`src/rtl/regfile_clr.sv`:
```
// regfile_clr: 2R1W register file with a hardware clear sequence after reset.
// r0 is hardwired to zero, reads are combinational with write-through bypass,
// and storage carries no reset flops -- a counter walks every word to zero instead.

// One read port: gating, bypass and array read for a single lane.
module regfile_clr_rdport #(
  parameter int REG_ADDR_WIDTH = 5,
  parameter int REG_DATA_WIDTH = 32
) (
  input  logic                      rd_en,
  input  logic [REG_ADDR_WIDTH-1:0] rd_addr,
  input  logic [REG_DATA_WIDTH-1:0] mem_word,
  input  logic                      blank,
  input  logic                      wr_en,
  input  logic [REG_ADDR_WIDTH-1:0] wr_addr,
  input  logic [REG_DATA_WIDTH-1:0] wr_data,
  output logic [REG_DATA_WIDTH-1:0] rd_data
);

  // Zero when disabled, r0, or the array is not yet valid; else bypass or array word.
  always_comb begin
    rd_data = '0;
    if (blank || !rd_en || rd_addr == '0)
      rd_data = '0;
    else if (wr_en && wr_addr == rd_addr)
      rd_data = wr_data;
    else
      rd_data = mem_word;
  end

endmodule

module regfile_clr #(
  parameter int REG_ADDR_WIDTH = 5,
  parameter int REG_DATA_WIDTH = 32
) (
  input  logic                      clk,
  input  logic                      rst,
  input  logic                      wr_en,
  input  logic [REG_ADDR_WIDTH-1:0] wr_addr,
  input  logic [REG_DATA_WIDTH-1:0] wr_data,
  input  logic                      rd_en1,
  input  logic                      rd_en2,
  input  logic [REG_ADDR_WIDTH-1:0] rd_addr1,
  input  logic [REG_ADDR_WIDTH-1:0] rd_addr2,
  output logic [REG_DATA_WIDTH-1:0] rd_data1,
  output logic [REG_DATA_WIDTH-1:0] rd_data2,
  output logic                      init_busy
);

  localparam int DEPTH  = 1 << REG_ADDR_WIDTH;
  localparam int NUM_RD = 2;

  typedef enum logic {CLEAR, READY} state_t;

  state_t                    state;
  logic [REG_ADDR_WIDTH-1:0] clr_cnt;
  logic [REG_DATA_WIDTH-1:0] mem [DEPTH];

  logic [NUM_RD-1:0]                     rd_en_v;
  logic [NUM_RD-1:0][REG_ADDR_WIDTH-1:0] rd_addr_v;
  logic [NUM_RD-1:0][REG_DATA_WIDTH-1:0] mem_word_v;
  logic [NUM_RD-1:0][REG_DATA_WIDTH-1:0] rd_data_v;
  logic                                  blank;

  // rst is folded in so reads are zero before the first reset edge lands.
  assign blank = rst | init_busy;

  // Clear-sequence control; init_busy is registered alongside the state.
  always_ff @(posedge clk) begin
    if (rst) begin
      state     <= CLEAR;
      clr_cnt   <= '0;
      init_busy <= 1'b1;
    end else if (state == CLEAR) begin
      clr_cnt <= clr_cnt + 1'b1;
      if (clr_cnt == '1) begin
        state     <= READY;
        init_busy <= 1'b0;
      end
    end
  end

  // Storage: clear walk has priority; functional writes only in READY, never r0.
  always_ff @(posedge clk) begin
    if (!rst) begin
      if (state == CLEAR)
        mem[clr_cnt] <= '0;
      else if (wr_en && wr_addr != '0)
        mem[wr_addr] <= wr_data;
    end
  end

  assign rd_en_v   = {rd_en2, rd_en1};
  assign rd_addr_v = {rd_addr2, rd_addr1};
  assign rd_data1  = rd_data_v[0];
  assign rd_data2  = rd_data_v[1];

  for (genvar i = 0; i < NUM_RD; i++) begin : g_rd
    assign mem_word_v[i] = mem[rd_addr_v[i]];

    regfile_clr_rdport #(
      .REG_ADDR_WIDTH(REG_ADDR_WIDTH),
      .REG_DATA_WIDTH(REG_DATA_WIDTH)
    ) u_rd (
      .rd_en   (rd_en_v[i]),
      .rd_addr (rd_addr_v[i]),
      .mem_word(mem_word_v[i]),
      .blank   (blank),
      .wr_en   (wr_en),
      .wr_addr (wr_addr),
      .wr_data (wr_data),
      .rd_data (rd_data_v[i])
    );
  end

endmodule
```
`config.mk`:
```
export PLATFORM = sky130hd
export DESIGN_NAME = regfile_clr
export DESIGN_NICKNAME = d
export VERILOG_FILES = /design/src/rtl/regfile_clr.sv
export SDC_FILE = /design/constraint.sdc
export NUM_CORES = 1
export LEC_CHECK = 0
export CORE_MARGIN = 8
export CORE_UTILIZATION = 30
export CTS_BUF_LIST = sky130_fd_sc_hd__clkbuf_16
export CTS_CLUSTER_SIZE = 25
export DETAILED_ROUTE_END_ITERATION = 6
export PLACE_DENSITY_LB_ADDON = 0.2
export SYNTH_ARGS = -nofsm -noshare
export SYNTH_HDL_FRONTEND = slang
export SYNTH_SLANG_ARGS = --single-unit
```
`constraint.sdc`:
```
create_clock -name clk -period 5.8 [get_ports clk]
set_clock_uncertainty 0.15 [all_clocks]
set_input_delay 1.45 -clock clk [delete_from_list [all_inputs] [get_ports clk]]
set_output_delay 1.45 -clock clk [all_outputs]
set_load 0.01 [all_outputs]
```
==> out/qor.yml <==
yosys:
  seq_area_frac_synth_pct: 63.5
  synth.ff_latch_count: 1031
  synth_warnings: 0
  ys.flop_type: "edfxtp_1"
  synth_cells: 2617
  mappedNetlistArea_mm2: 0.0486
  synth.net_count: 2671
  synthesis.area_per_instance_um2: 18.6
  number_of_enable_flip_flop_cells_after_synthesis: 1024
  postSynth.asyncResetShare_pct: 0
  yosys.cell_types.count: 49
cts:
  tritoncts: "yes"
  cts.htree.levels: 3
  clk_root_buffer_cell: "clkbuf_16"
  worst_setup_hold_path_clk_slew_ps: 60
  ctsLongestPathBuffers: 3
  cts_post_setup_buffers_inserted: 0
  tritoncts.num_buffers: 107
  cts_num_sinks: 1031
  worstSkewPairLatency_ps: 690
floorplan:
  core-area_mm2: 0.161
  io_pins: 117
  initial_core_util_pct: 30.3
  die_h_um: 419
  dieWidth_um: 419
  dieArea_mm2: 0.175
  row_count: 147
drt:
  drc_errors: 3
  routedWlPerCell_um: 34.5
  drtAntennaViolNets: 0
  dr.pass1.iters: 7
  route.detailed.vias_per_inst: 5.73
  drt_iter0_drc: 3113
  drt_wl_total_um: 178000
  routed-via-count: 29500
placed_design:
  postPlaceCellArea_mm2: 0.0551
  place.detailed.hpwl_um: 108000
  portBuffers: 116
  dp_worst_setup_slack_ps: -330
  finalWeightedCongestion: 0.829
setup_path:
  path_class: "input port to output pin"
  cp_max_fo: 11
  critical_path.startpoint: "rd_addr2[0]"
  endpoint_kind: "output pin"
  critical_path.reg2reg.startpoint: "state$_SDFF_PP0_"
  required_ps: 4200
  arrival_ps: 4210
  worst_setup_sp_type: "input port"
sta:
  maxSlewViolCount: 0
  final_period_minus_worst_setup_slack_ps: 5810
  timing.max_slew.rel_slack_pct: 19.4
  worst_setup_slack_after_layout_ps: -7.34
  finalHoldViolations: 0
  worst_pin_slew_ps: 1190
  grt_setup_unrepaired: "no"
  finalCritPeriodShare_pct: 100
  max_clock_freq_mhz: 172
  setup_viol_count_final: 1
pwr:
  power.ir.vdd_worst_uv: 241
  leakagePower_nw: 17.4
  clock_power_share_pct: 44.5
  netSwitchingFraction_pct: 22.3
  cellInternalPower_mw: 13.1
  cellPowerDensity_mw_per_mm2: 287
  p_switching_mw: 3.77
  combinationalPowerShare_pct: 7.3
  power.share.sequential_pct: 48.2
global_routing:
  grt_max_degree: 47
  number_of_global_route_vias_before_repair: 31100
  global_route_wire_length_before_repair_um: 247000
  grt_overflow: 0
  grt_antenna_before_repair: 2
  gr-usage-all-layers_pct: 19.8
cells_and_area:
  final_cell_mix: "edfxtp_1, mux4_2, mux2i_1"
  final_instance_area_mm2: 0.0590
  num_antenna_cells: 0
  area_growth_pct: 21.3
  final_common_cell: "edfxtp_1"
  layout.nets: 2957
  final_layout_size_suffix_gt1_share_pct: 32.7
worst_hold_path:
  min_path_type: "flop to flop"
  hold_path.startpoint: "init_busy$_SDFFE_PP1P_"
status:
  failed_checks: "design-rule violations, negative setup slack"
  outcome: "complete, but fails checks"
job:
  max_cap_viol_count: 0
## per-stage QoR
step / power, mW / TNS [ps] / hold WS [ps] / utilization [%] / std cells
CTS: 17.0 / 0 / 360 / 36.7 / 5155
finish: 16.9 / -7.34 / 358 / 36.7 / 5155
detailed placement: 9.55 / -599 / 346 / 34.3 / 4954
floorplan: 8.97 / 0 / 368 / - / 2617
global placement: 9.54 / -839 / 332 / 34.3 / 4954
global route: 17.3 / 0 / 380 / 36.7 / 5155
## power by group through the flow
stage	Combinational, mW	Sequential (mW)	Clock, mW
6_report	1.24	8.15	7.52
5_1_grt	1.28	8.15	7.89
4_1_cts	1.24	8.15	7.65
3_5_place_dp	1.24	8.31	0
3_3_place_gp	1.24	8.30	0
2_1_floorplan	0.672	8.30	0
## critical path, stage by stage
cell and delay [ps]:
buf_8 150, buf_12 190, buf_12 170, mux4_2 310, nor2b_1 140, a211oi_1 80, buf_4 160, a211oi_1 700
a221o_1 220, clkdlybuf4s50_1 560
## layout make-up
class	count	area, um^2
inverter	5	18.8
sequential	1031	30900
clock inverter	92	1110
fill	14800	102000
tap	2160	2700
clock buffer	109	2730
multi-input combinational	1354	17100
timing repair buffer	404	4480
## cell families after synthesis
| kind of cell | count (synthesis) | share of synthesized area, % |
|---|---|---|
| flip-flops | 1031 | 63.5 |
| multiplexers | 714 | 25.5 |
| AO/OA/AOI/OAI | 380 | 6.06 |
| AND/OR/NAND/NOR | 245 | 2.49 |
| buffers and inverters | 232 | 2.21 |
| XOR/XNOR | 13 | 0.234 |
| adder cells (fa/ha/maj) | 2 | 0.0514 |
## synth_stat cells, drive strengths merged (34+ instances only)
master	instances	area share, %
a211oi	81	1.3
nor2	51	0.39
nor2b	36	0.46
buf	111	1.3
a221o	40	0.82
nand2	78	0.60
mux2i	267	5.5
o21ai	35	0.36
edfxtp	1024	63
a22oi	98	1.5
and2	34	0.44
mux4	415	19
clkbuf	116	0.90
## metal layers
| layer | GRT usage (%) | share of wire, % | vias to the layer above |
|---|---|---|---|
| li1 | - | - | 11800 |
| met1 | 24.3 | 38 | 16000 |
| met2 | 34.8 | 51 | 1308 |
| met3 | 2.72 | 5.9 | 376 |
| met4 | 8.73 | 4.9 | 2 |
| met5 | 0 | 0.0073 | - |
## path summary, 6_finish.rpt
check	to	cells after the start	slack, ps
worst max-delay path	rd_data2[31]	10	-7
worst min-delay path	init_busy$_SDFFE_PP1P_	1	360
worst max register to register	mem[6][21]$_DFFE_PP_	4	2440
worst min register to register	init_busy$_SDFFE_PP1P_	1	360
## registers in the layout (all words and copies together), names as in the netlist
signal and flops:
state 1, init_busy 1, mem 1024, clr_cnt 5
## repair_timing
| action | CTS | global route |
|---|---|---|
| pin swaps | 2 | 1 |
| resized for setup | 9 | 6 |
| endpoints found under the setup margin | 8 | 14 |
| hold buffers | 0 | 0 |
Power figures use the tool's default switching activity.
